**config.mk**
```make
export PLATFORM = sky130hd
export DESIGN_NAME = hazard_stall_controller_flat
export DESIGN_NICKNAME = d
export VERILOG_FILES = /design/src/rtl/hazard_stall_controller_if.sv /design/src/rtl/hazard_stall_controller.sv /design/src/flat_wrapper.sv
export SDC_FILE = /design/constraint.sdc
export NUM_CORES = 1
export LEC_CHECK = 0
export CAP_MARGIN = 20
export CORE_MARGIN = 10
export CORE_UTILIZATION = 31
export DETAILED_ROUTE_END_ITERATION = 6
export PLACE_DENSITY = 0.75
export SETUP_SLACK_MARGIN = 0.1
export SLEW_MARGIN = 5
export SYNTH_ARGS = -nofsm -noshare
export SYNTH_HDL_FRONTEND = slang
export SYNTH_SLANG_ARGS = --single-unit
```
**constraint.sdc**
```tcl
create_clock -name clk -period 1.9 [get_ports clk]
set_clock_uncertainty 0.2 [all_clocks]
set_input_delay 0.38 -clock clk [delete_from_list [all_inputs] [get_ports clk]]
set_output_delay 0.38 -clock clk [all_outputs]
set_load 0.05 [all_outputs]
```
**src/rtl/hazard_stall_controller_if.sv**
```systemverilog
// Bus bundle for hazard_stall_controller: instruction-side inputs and stall-side outputs.
// Handshake: ins is only decoded in a cycle where ins_valid=1; resume is a single-cycle
// pulse that matters only while halted; Stall is valid combinationally in the same cycle,
// Stall_pm is its one-cycle-delayed copy. dbg_state exposes the controller FSM state.
interface hazard_stall_controller_if #(
  parameter int INS_W = 24
);
  logic [INS_W-1:0] ins;
  logic             ins_valid;
  logic             resume;
  logic             Stall;
  logic             Stall_pm;
  logic             halted;
  logic [15:0]      stall_cycles;
  logic [1:0]       dbg_state;

  modport master (
    output ins, ins_valid, resume,
    input  Stall, Stall_pm, halted, stall_cycles, dbg_state
  );

  modport slave (
    input  ins, ins_valid, resume,
    output Stall, Stall_pm, halted, stall_cycles, dbg_state
  );
endinterface

```
**src/rtl/hazard_stall_controller.sv**
```systemverilog
// hazard_stall_controller: decodes the IR opcode and stalls the pipeline for halt,
// jump and load-use hazards. Each event stalls for its configured number of cycles
// (detection cycle included) and is followed by one GRACE cycle so the held
// instruction can advance without re-triggering. Halt holds until a resume pulse.
// Optional macro STALL_PERF_CNT_EN builds a saturating 16-bit stall-cycle counter;
// without it stall_cycles is tied to zero.
module hazard_stall_controller #(
  parameter int             INS_W         = 24,
  parameter int             OPC_LSB       = 19,
  parameter int             OPC_W         = 5,
  parameter logic [OPC_W-1:0] OPC_HLT     = 5'b10001,
  parameter logic [OPC_W-1:0] OPC_LD      = 5'b10100,
  parameter logic [OPC_W-1:0] JMP_MASK    = 5'b11100,
  parameter logic [OPC_W-1:0] JMP_VAL     = 5'b11100,
  parameter int             LD_STALL_CYC  = 1,
  parameter int             JMP_STALL_CYC = 2
) (
  input logic                      clk,
  input logic                      reset,
  hazard_stall_controller_if.slave bus
);

  typedef enum logic [1:0] {
    ST_RUN   = 2'd0,
    ST_STALL = 2'd1,
    ST_HALT  = 2'd2,
    ST_GRACE = 2'd3
  } state_t;

  // Counter preload leaves cnt==0 on the last STALL cycle of the event.
  localparam logic [3:0] LD_CNT_INIT  = 4'((LD_STALL_CYC  >= 2) ? LD_STALL_CYC  - 2 : 0);
  localparam logic [3:0] JMP_CNT_INIT = 4'((JMP_STALL_CYC >= 2) ? JMP_STALL_CYC - 2 : 0);
  localparam bit         LD_ONE       = (LD_STALL_CYC  == 1);
  localparam bit         JMP_ONE      = (JMP_STALL_CYC == 1);

  // Elaboration-time legality checks on the configuration.
  if (LD_STALL_CYC < 1 || LD_STALL_CYC > 15) begin : g_bad_ld
    $error("hazard_stall_controller: LD_STALL_CYC out of range 1..15");
  end
  if (JMP_STALL_CYC < 1 || JMP_STALL_CYC > 15) begin : g_bad_jmp
    $error("hazard_stall_controller: JMP_STALL_CYC out of range 1..15");
  end
  if (OPC_LSB + OPC_W > INS_W) begin : g_bad_opc
    $error("hazard_stall_controller: opcode field exceeds instruction width");
  end

  state_t     r_state;
  logic [3:0] r_cnt;
  logic       r_halted;
  logic       r_stall_pm;

  logic [OPC_W-1:0] w_opc;
  logic             w_hlt;
  logic             w_jmp;
  logic             w_ld;
  logic             w_stall;
  logic             w_unused_ins;

  assign w_opc        = bus.ins[OPC_LSB +: OPC_W];
  // Only the opcode field is decoded; the rest of the IR is intentionally ignored.
  assign w_unused_ins = ^bus.ins;

  // Prioritised hazard decode: HLT beats JMP beats LD, all gated by ins_valid.
  always_comb begin
    w_hlt = bus.ins_valid && (w_opc == OPC_HLT);
    w_jmp = bus.ins_valid && !w_hlt && ((w_opc & JMP_MASK) == JMP_VAL);
    w_ld  = bus.ins_valid && !w_hlt && !w_jmp && (w_opc == OPC_LD);
  end

  // Stall is combinational: decode in RUN, held in STALL/HALT, released in GRACE, killed by reset.
  always_comb begin
    w_stall = 1'b0;
    if (!reset) begin
      case (r_state)
        ST_RUN:   w_stall = w_hlt || w_jmp || w_ld;
        ST_STALL: w_stall = 1'b1;
        ST_HALT:  w_stall = 1'b1;
        default:  w_stall = 1'b0;
      endcase
    end
  end

  // Controller FSM with stall down-counter and registered halted flag.
  always_ff @(posedge clk) begin
    if (reset) begin
      r_state  <= ST_RUN;
      r_cnt    <= 4'd0;
      r_halted <= 1'b0;
    end else begin
      case (r_state)
        ST_RUN: begin
          if (w_hlt) begin
            r_state  <= ST_HALT;
            r_halted <= 1'b1;
          end else if (w_jmp) begin
            if (JMP_ONE) begin
              r_state <= ST_GRACE;
            end else begin
              r_state <= ST_STALL;
              r_cnt   <= JMP_CNT_INIT;
            end
          end else if (w_ld) begin
            if (LD_ONE) begin
              r_state <= ST_GRACE;
            end else begin
              r_state <= ST_STALL;
              r_cnt   <= LD_CNT_INIT;
            end
          end
        end
        ST_STALL: begin
          if (r_cnt == 4'd0) begin
            r_state <= ST_GRACE;
          end else begin
            r_cnt <= r_cnt - 4'd1;
          end
        end
        ST_HALT: begin
          if (bus.resume) begin
            r_state  <= ST_GRACE;
            r_halted <= 1'b0;
          end
        end
        ST_GRACE: begin
          r_state <= ST_RUN;
        end
        default: begin
          r_state  <= ST_RUN;
          r_halted <= 1'b0;
        end
      endcase
    end
  end

  // One-cycle-delayed stall for program memory.
  always_ff @(posedge clk) begin
    if (reset) begin
      r_stall_pm <= 1'b0;
    end else begin
      r_stall_pm <= w_stall;
    end
  end

`ifdef STALL_PERF_CNT_EN
  logic [15:0] r_stall_cycles;

  // Saturating count of cycles in which the pipeline was stalled.
  always_ff @(posedge clk) begin
    if (reset) begin
      r_stall_cycles <= 16'h0000;
    end else if (w_stall && (r_stall_cycles != 16'hFFFF)) begin
      r_stall_cycles <= r_stall_cycles + 16'h0001;
    end
  end

  assign bus.stall_cycles = r_stall_cycles;
`else
  assign bus.stall_cycles = 16'h0000;
`endif

  assign bus.Stall     = w_stall;
  assign bus.Stall_pm  = r_stall_pm;
  assign bus.halted    = r_halted && !reset;
  assign bus.dbg_state = r_state;

endmodule

```
**src/flat_wrapper.sv**
```systemverilog
// flat-port wrapper written by rule: the top's interface ports become plain ports
module hazard_stall_controller_flat 
#(
  parameter int             INS_W         = 24,
  parameter int             OPC_LSB       = 19,
  parameter int             OPC_W         = 5,
  parameter logic [OPC_W-1:0] OPC_HLT     = 5'b10001,
  parameter logic [OPC_W-1:0] OPC_LD      = 5'b10100,
  parameter logic [OPC_W-1:0] JMP_MASK    = 5'b11100,
  parameter logic [OPC_W-1:0] JMP_VAL     = 5'b11100,
  parameter int             LD_STALL_CYC  = 1,
  parameter int             JMP_STALL_CYC = 2
)
  (clk, reset, bus_ins, bus_ins_valid, bus_resume, bus_Stall, bus_Stall_pm, bus_halted, bus_stall_cycles, bus_dbg_state);
  hazard_stall_controller_if #(.INS_W(INS_W)) bus_i ();
  input logic clk;
  input logic reset;
  input wire logic [$bits(bus_i.ins)-1:0] bus_ins;
  input wire logic [$bits(bus_i.ins_valid)-1:0] bus_ins_valid;
  input wire logic [$bits(bus_i.resume)-1:0] bus_resume;
  output wire logic [$bits(bus_i.Stall)-1:0] bus_Stall;
  output wire logic [$bits(bus_i.Stall_pm)-1:0] bus_Stall_pm;
  output wire logic [$bits(bus_i.halted)-1:0] bus_halted;
  output wire logic [$bits(bus_i.stall_cycles)-1:0] bus_stall_cycles;
  output wire logic [$bits(bus_i.dbg_state)-1:0] bus_dbg_state;
  assign bus_i.ins = bus_ins;
  assign bus_i.ins_valid = bus_ins_valid;
  assign bus_i.resume = bus_resume;
  assign bus_Stall = bus_i.Stall;
  assign bus_Stall_pm = bus_i.Stall_pm;
  assign bus_halted = bus_i.halted;
  assign bus_stall_cycles = bus_i.stall_cycles;
  assign bus_dbg_state = bus_i.dbg_state;
  hazard_stall_controller #(.INS_W(INS_W), .OPC_LSB(OPC_LSB), .OPC_W(OPC_W), .OPC_HLT(OPC_HLT), .OPC_LD(OPC_LD), .JMP_MASK(JMP_MASK), .JMP_VAL(JMP_VAL), .LD_STALL_CYC(LD_STALL_CYC), .JMP_STALL_CYC(JMP_STALL_CYC)) u_core (.clk(clk), .reset(reset), .bus(bus_i));
endmodule
```
# After elaboration in Yosys (flattened, before gate mapping)
# Cells that the tools add are included.
# classes
div_mod_pow	0
reduce_logical	19
order_cmp	0
addsub	1
bitwise	0
n_shift	0
mux	15
mul	0
n_eq_ne	13
# ops
op	count
$mux W4	3
$eq A5 B5 Y1 const B	2
$mux W2	5
$pmux W2 S4	1
$pmux W4 S2	1
$logic_and A1 B1 Y1	6
$ne A2 B1 Y1 const B	3
$ne A2 B2 Y1 const B	3
$reduce_and A3 Y1	2
$eq A2 B2 Y1 const B	2
$logic_not A4 Y1	1
$ne A4 B1 Y1 const B	1
$pmux W1 S2	2
$reduce_and A4 Y1	1
$reduce_bool A2 Y1	2
$sub A4 B1 Y4 const B	1
$eq A3 B3 Y1 const B	1
$logic_not A1 Y1	3
$mux W1	3
$eq A2 B1 Y1 const B	1
$logic_not A2 Y1	1
$logic_or A1 B1 Y1	2
$reduce_or A2 Y1	1
# word_totals
output_inout_bits	21
reg_bits	8
mem_bits_rw	0
latch_bits	0
n_memories	0
romBits	0

# Longest topological paths before layout
# Gate-level depths: netlist of run 1.
# logic_depth
ltp_word	12
ltp_mapped	7

# Least setup slack after synthesis of run 1
# OpenSTA, ideal clock, no wires.
# synth_timing
kind	register -> output
from	register u_core.r_state[0] (netlist: u_core.bus.dbg_state[0])
to	output port bus_Stall
t_arrival_ns	2.309
stages_incl_launch_ff	7
path_slack_ns	-0.989
required_ns	1.320
path_cell_list	dfxtp_1 > inv_1 > ha_1 > clkbuf_2 > and3_1 > a21oi_1 > nor3_1
# synth_via
elab_chain_len	4
elab_cells_between_ends	6
# synth_rtl
item	line_no	rtl
start: declaration	hazard_stall_controller.sv:47	state_t r_state;
start signal: assignment	hazard_stall_controller.sv:86	r_state <= ST_RUN;
start signal: assignment	hazard_stall_controller.sv:93	r_state <= ST_HALT;
start signal: assignment	hazard_stall_controller.sv:97	r_state <= ST_GRACE;
$eq A2 B1 Y1 or $eq A2 B2 Y1 (tied branches)	hazard_stall_controller.sv:74	case (r_state)
$reduce_or A2 Y1 (no source line)	n/a	
$pmux W1 S2 *	hazard_stall_controller.sv:74	
$mux W1 *	hazard_stall_controller.sv:73	if (!reset) begin
end: declaration	flat_wrapper.sv:21	output wire logic [$bits(bus_i.Stall)-1:0] bus_Stall;
# Every way passes the cells marked *; elsewhere a longest branch is shown, timed or not.

# Worst setup path after layout of run 1
# layout_timing
from	register u_core.r_state[1] (netlist: u_core.bus.dbg_state[1])
to	output port bus_Stall
# The elaborated chain is that of the path after synthesis.

==> results of run 1 <==
==> per-stage QoR <==
step | utilization | cells | setup WS (ns)
6_report | 0.521 | 153 | -0.0659
3_5_place_dp | 0.428 | 137 | -0.491
2_1_floorplan | - | 102 | -0.150
3_3_place_gp | 0.428 | 137 | -0.447
5_1_grt | 0.521 | 153 | -0.138
4_1_cts | 0.496 | 151 | -0.0479
==> area by class of cell <==
cell class                      count  share of cell area
Inverter                            8              0.0304
Sequential cell                     8               0.148
Clock buffer                        4              0.0228
Timing Repair Buffer               37               0.278
Multi-Input combinational cell     68               0.491
Tap cell                           28              0.0304
==> per-layer routing <==
metal	up-vias	GRT usage
li1	351	-
met3	10	0.0212
met5	-	0
met2	32	0.170
met1	349	0.0946
met4	0	0.0854
==> worst max path at each step <==
stage                      endpoint  slack (ns)  cells past startpoint
after global placement    bus_Stall       -0.45                      6
final                     bus_Stall       -0.07                      6
after CTS                 bus_Stall       -0.05                      6
after global routing      bus_Stall       -0.14                      6
after detailed placement  bus_Stall       -0.49                      6
after floorplan           bus_Stall       -0.15                      6
==> flip-flops by register name (all words and copies together), names as in the netlist <==
signal and flops:
u_core.r_cnt 4, u_core.bus.dbg_state 2, u_core.bus.Stall_pm 1, u_core.r_halted 1
==> kinds of logic after synthesis <==
group	after synthesis	synth area share
xor gates and xnor gates	1	0.0123
other	1	0.00526
and+or+nand+nor	23	0.182
muxes	1	0.0140
adders and majority gates	6	0.105
DFF	8	0.225
AOI/OAI and AO/OA	21	0.233
buffers and inverters	26	0.223
==> Yosys cell counts <==
cell type / n
sky130_fd_sc_hd__a211o_1: 1
sky130_fd_sc_hd__a211oi_1: 3
sky130_fd_sc_hd__a211oi_4: 1
sky130_fd_sc_hd__a21o_1: 1
sky130_fd_sc_hd__a21oi_1: 4
sky130_fd_sc_hd__a221o_1: 1
sky130_fd_sc_hd__a221oi_1: 1
sky130_fd_sc_hd__a31o_1: 2
sky130_fd_sc_hd__a31o_2: 1
sky130_fd_sc_hd__a31oi_1: 1
sky130_fd_sc_hd__a32oi_1: 1
sky130_fd_sc_hd__a41o_1: 1
sky130_fd_sc_hd__and3_1: 1
sky130_fd_sc_hd__and4bb_2: 1
sky130_fd_sc_hd__buf_4: 16
sky130_fd_sc_hd__clkbuf_1: 1
sky130_fd_sc_hd__clkbuf_2: 1
sky130_fd_sc_hd__conb_1: 1
sky130_fd_sc_hd__dfxtp_1: 8
sky130_fd_sc_hd__ha_1: 6
sky130_fd_sc_hd__inv_1: 8
sky130_fd_sc_hd__mux2i_1: 1
sky130_fd_sc_hd__nand2_1: 2
sky130_fd_sc_hd__nand3_1: 2
sky130_fd_sc_hd__nand4_1: 2
sky130_fd_sc_hd__nor2_1: 8
sky130_fd_sc_hd__nor2b_1: 2
sky130_fd_sc_hd__nor3_1: 3
sky130_fd_sc_hd__nor4b_2: 1
sky130_fd_sc_hd__o21ai_0: 2
sky130_fd_sc_hd__o21bai_1: 1
sky130_fd_sc_hd__or3b_1: 1
sky130_fd_sc_hd__xnor2_1: 1
==> worst min-delay path, delay by kind of cell <==
kind                   cells  cell delay (ns)
AO/OA/AOI/OAI              2             0.15
buffers and inverters      1             0.14
AND/OR/NAND/NOR            1             0.08
==> what timing repair did <==
action | 4_1_cts | 5_1_grt
pin swaps | 9 | 9
setup buffers | 10 | 2
setup endpoints to repair | 9 | 8
resized for setup | 35 | 8
hold buffers | 0 | 0
==> power by group <==
group / switching [mW] / leakage [nW] / internal (mW)
logic: 0.658 / 0.422 / 0.586
clock network: 0.0646 / 0.0150 / 0.0808
registers: 0.0481 / 0.0677 / 0.231
total: 0.771 / 0.505 / 0.898
==> results_dict.tcl, run 1 <==
set metrics [dict create \
    post_route_cells_drive_above_1_share 0.480 \
    end_kind "output port" \
    unrepaired_setup_endpoints_after_global_routing "true" \
    detailedRoute.firstPassIterationCount 4 \
    tritoncts "done" \
    via_count 742 \
    leakagePower_nw 0.505 \
    globalplace.congestion 0.777 \
    grt_start_max_net_pins 8 \
    stdcell_area_um2 1150 \
    worst_path_largest_cell_delay_ns 0.35 \
    buffer_ports.inserted 13 \
    r2r-end "u_core.r_cnt[3]" \
    regToRegSetupSlack_ns 0.09 \
    clk_path_buf_depth 2 \
    synthesis.area_um2 713 \
    timing.hold.ws_ns 0.334 \
    grt_pass1_wl_um 3540 \
    cts.sink_count 8 \
    die-area_um2 4620 \
    worstPathRequired_ns 1.32 \
    critPathLaunch "u_core.bus.dbg_state[1]" \
    n_antenna_cell 0 \
    multi_input_comb_area_um2 567 \
    timing_worst_setup_path_type "reg -> out" \
    drcViolationCount 0 \
    synth_top_cells_by_area "sky130_fd_sc_hd__dfxtp_1 22%, sky130_fd_sc_hd__buf_4 17%, sky130_fd_sc_hd__ha_1 11%, sky130_fd_sc_hd__inv_1 4.2%, sky130_fd_sc_hd__nor2_1 4.2%" \
    p_total_mw 1.67 \
    via_per_inst 4.85 \
    totalWireLength_um 2250 \
    worst-endpoint-arrival_ns 1.39 \
    core_um2 2210 \
    synth_sequential_area_ratio 0.225 \
    top_routing_layer_in_use "met4" \
    die-height_um 68.0 \
    run_status "finished, violations left" \
    worstHoldEndpoint "u_core.bus.dbg_state[1]" \
    sequential_cell_area_um2 170 \
    synthToLayoutAreaGrowth_pct 61.8 \
    drt.antenna.violating_nets 0 \
    rr_startpoint "u_core.bus.dbg_state[1]" \
    dr.first_iter.drc_count 57 \
    filler_cell_count 213 \
    starting_density_of_the_core 0.322 \
    syn_area_per_cell_um2 8.20 \
    setup_total_neg_slack_ns -0.0659 \
    number_of_distinct_library_cells_after_synthesis 33 \
    grt-ovfl-total 0 \
    wl_met2_um 1140 \
    layout_min_cycle_time_ns 1.97 \
    overall_global_routing_resource_usage 0.0971 \
    cts-htree-levels 1 \
    synth_top_area_frac 0.225 \
    timing.critical_path.from_type "flop" \
    placementRows 17 \
    met3WireLength_um 123 \
    violations "setup timing" \
    grt_pass1_vias 828 \
    power-per-cell-area_nw_per_um2 1450 \
    path_buf_inv 2 \
    number_of_hold_violations_in_the_final_report 0 \
    min_delay_path_depth 4 \
    clk_root_buffer_cell "sky130_fd_sc_hd__clkbuf_4" \
    hpwl_um 1540 \
    finish.net_count 160 \
    worst_hold_path_type "in -> reg" \
    synth-seq-cells 8 \
    synth_top_cell_by_area "sky130_fd_sc_hd__dfxtp_1" \
    final_min_period_over_clock_period 1.03 \
    clock_latency_reported_for_the_late_side_of_the_worst_skew_pair_ns 0.26 \
    clk_pin_slew_ns 0.06 \
    worst_path_max_delay_cell "sky130_fd_sc_hd__dfxtp_4" \
    top_level_ports 49 \
    antenna_violations_before_repair 0 \
    crit_path_max_fanout 2 \
    timing.critical_path.cells "inv_4, ha_4, and3_4, a21oi_4, nor3_4, buf_12" \
    wl_per_cell_um 14.7 \
    cts_buffers 3 \
    wl_met1_um 893 \
    die_width_um 68.0 \
    hold_start "bus_ins[22]" \
    drv.max_cap_violation_count 0 \
    timing.reg2reg.worst_path_depth 8 \
    irDropWorstVdd_v 0.000563 \
    postLayoutSetupSlackWorst_ns -0.0659 \
    final_cell_mix "23 x sky130_fd_sc_hd__buf_4, 16 x sky130_fd_sc_hd__conb_1, 7 x sky130_fd_sc_hd__nor2_1" \
    fmax_mhz 509 \
    final_max_slew_viol_count 0 \
    post_synth_inst_count 87 \
    path_delay_family "flip-flops" \
    placed_area_um2 947 \
    syn_warnings 0 \
    setup_violations 1 \
    commonest_non_fill_non_tap_cell_in_the_layout "sky130_fd_sc_hd__buf_4" \
]
Power figures use the tool's default switching activity.
==> inputs of run 2 (changes only) <==
--- a/config.mk
+++ b/config.mk
@@ -6,7 +6,6 @@
 export NUM_CORES = 1
 export LEC_CHECK = 0
 export CAP_MARGIN = 20
-export CORE_MARGIN = 10
 export CORE_UTILIZATION = 31
 export DETAILED_ROUTE_END_ITERATION = 6
 export PLACE_DENSITY = 0.75
==> run 2 against run 1 <==
  * The flow still finishes with violations (setup timing)
  * Register-to-register slack lost 0.08 ns
  * Critical path type unchanged
  * Highest routed layer unchanged
  * Worst hold slack gained 0.0098 ns
  * First-iteration DRC count shrank 75%
  * Utilization shrank 0.12 points
==> results_dict.tcl, run 2 (same netlist as run 1, synthesis figures left out) <==
set metrics [dict create \
    timing.reg2reg.worst_path_depth 8 \
    die-height_um 50.0 \
    via_per_inst 4.93 \
    worst_path_max_delay_cell "sky130_fd_sc_hd__dfxtp_4" \
    end_kind "output port" \
    die-area_um2 2500 \
    number_of_hold_violations_in_the_final_report 0 \
    leakagePower_nw 0.506 \
    clk_root_buffer_cell "sky130_fd_sc_hd__clkbuf_4" \
    clk_pin_slew_ns 0.06 \
    via_count 749 \
    grt-ovfl-total 0 \
    overall_global_routing_resource_usage 0.164 \
    post_cts_hold_buffer_count 0 \
    hpwl_um 1280 \
    tritoncts "done" \
    unrepaired_setup_endpoints_after_global_routing "true" \
    starting_density_of_the_core 0.326 \
    die_width_um 50.0 \
    violations "setup timing" \
    irDropWorstVdd_v 0.000639 \
    clock_latency_reported_for_the_late_side_of_the_worst_skew_pair_ns 0.26 \
    top_level_ports 49 \
    worst_hold_path_type "reg -> reg" \
    dr.first_iter.drc_count 14 \
    cts_buffers 3 \
    drt.antenna.violating_nets 0 \
    core_um2 2190 \
    fmax_mhz 505 \
    detailedRoute.firstPassIterationCount 4 \
    r2r-end "u_core.r_cnt[3]" \
    timing_worst_setup_path_type "reg -> out" \
    grt_start_max_net_pins 8 \
    rr_startpoint "u_core.bus.dbg_state[0]" \
    antenna_violations_before_repair 0 \
    placed_area_um2 932 \
    setup_violations 1 \
    timing.critical_path.cells "inv_4, ha_4, and3_4, a21oi_4, nor3_4, buf_12" \
    globalplace.congestion 0.814 \
    commonest_non_fill_non_tap_cell_in_the_layout "sky130_fd_sc_hd__buf_4" \
    pre_cts_ws_ns -0.443 \
    crit_end "bus_Stall" \
    cts-htree-levels 1 \
    largest_register_ffs 4 \
    grt_pass1_vias 758 \
    worst_path_largest_cell_delay_ns 0.36 \
    totalWireLength_um 2120 \
    worstPathRequired_ns 1.32 \
    post_route_cells_drive_above_1_share 0.500 \
    drv.max_cap_violation_count 0 \
    clk_path_buf_depth 2 \
    finish.net_count 159 \
    buffer_ports.inserted 13 \
    wl_per_cell_um 14.0 \
    postLayoutSetupSlackWorst_ns -0.0809 \
    worst-endpoint-arrival_ns 1.40 \
    stdcell_area_um2 1140 \
    grt_pass1_wl_um 3060 \
    final_cell_mix "24 x sky130_fd_sc_hd__buf_4, 16 x sky130_fd_sc_hd__conb_1, 7 x sky130_fd_sc_hd__nor2_1" \
    placementRows 17 \
    final_min_period_over_clock_period 1.04 \
    layout_min_cycle_time_ns 1.98 \
    drcViolationCount 0 \
    n_antenna_cell 0 \
    power-per-cell-area_nw_per_um2 1470 \
    run_status "finished, violations left" \
    timing.critical_path.from_type "flop" \
    final_max_slew_viol_count 0 \
    cts.sink_count 8 \
    largest-register "u_core.r_cnt" \
    critPathLaunch "u_core.bus.dbg_state[1]" \
    regToRegSetupSlack_ns 0.01 \
    crit_path_max_fanout 3 \
    synthToLayoutAreaGrowth_pct 59.8 \
]
run 2: cell types whose count changed in the layout (fill, tap and decap cells not counted), sizes merged:
cell | before | now
dlygate4sd2 | 2 | 3
buf | 32 | 30
clkdlybuf4s50 | 2 | 1
clkbuf | 4 | 6
clkdlybuf4s15 | 1 | 0
run 2: layout make-up:
class / count / area (um2)
well taps: 28 / 35.0
repair buffers: 36 / 299
inverters: 8 / 35.0
fillers: 200 / 1050
flip-flops and latches: 8 / 170
multi-input cells: 68 / 574
clock buffers: 4 / 26.3
run 2: how the worst min path moves through the flow:
stage,start,endpoint,slack [ns],cells after the start
detailed placement,u_core.r_halted,u_core.r_halted,0.31,2
finish,u_core.r_halted,u_core.r_halted,0.34,2
global route,u_core.r_halted,u_core.r_halted,0.38,2
floorplan,u_core.r_halted,u_core.r_halted,0.27,2
global placement,u_core.r_halted,u_core.r_halted,0.29,2
CTS,u_core.r_halted,u_core.r_halted,0.32,2
run 2: critical path, delay by kind of cell (launching register included):
family / cells / cell delay [ns]
buffers and inverters: 2 / 0.23
adder cells (fa/ha/maj): 1 / 0.13
AND/OR/NAND/NOR: 2 / 0.34
flip-flops: 1 / 0.36
AO/OA/AOI/OAI: 1 / 0.07
run 2: what timing repair did:
item | 4_1_cts | 5_1_grt
endpoints found under the setup margin | 8 | 7
gates cloned | 0 | 0
setup buffers | 7 | 6
gates resized for setup | 24 | 19
pin swaps | 5 | 8
run 2: layer usage:
| layer | vias up | GRT usage | routed length, um |
|---|---|---|---|
| met2 | 31 | 0.333 | 1170 |
| li1 | 350 | - | - |
| met4 | 0 | 0.129 | 90 |
| met3 | 10 | 0.0216 | 96 |
| met1 | 358 | 0.138 | 766 |
| met5 | - | 0 | 0 |
run 2: report_power, final:
part           switching, mW  total, mW  internal, mW
Combinational          0.670       1.24         0.569
Clock                 0.0690      0.150        0.0811
Sequential            0.0538      0.285         0.231
Total                  0.793       1.67         0.881
run 2: per-stage QoR:
stage	hold WS, ns	power [mW]	TNS (ns)	instances	util
after global placement	0.291	1.11	-1.98	135	0.425
after global routing	0.376	1.76	-0.185	152	0.520
after floorplan	0.267	0.947	-0.150	102	-
after CTS	0.320	1.45	-0.184	146	0.471
after detailed placement	0.310	1.14	-2.18	135	0.425
final	0.343	1.67	-0.0809	152	0.520
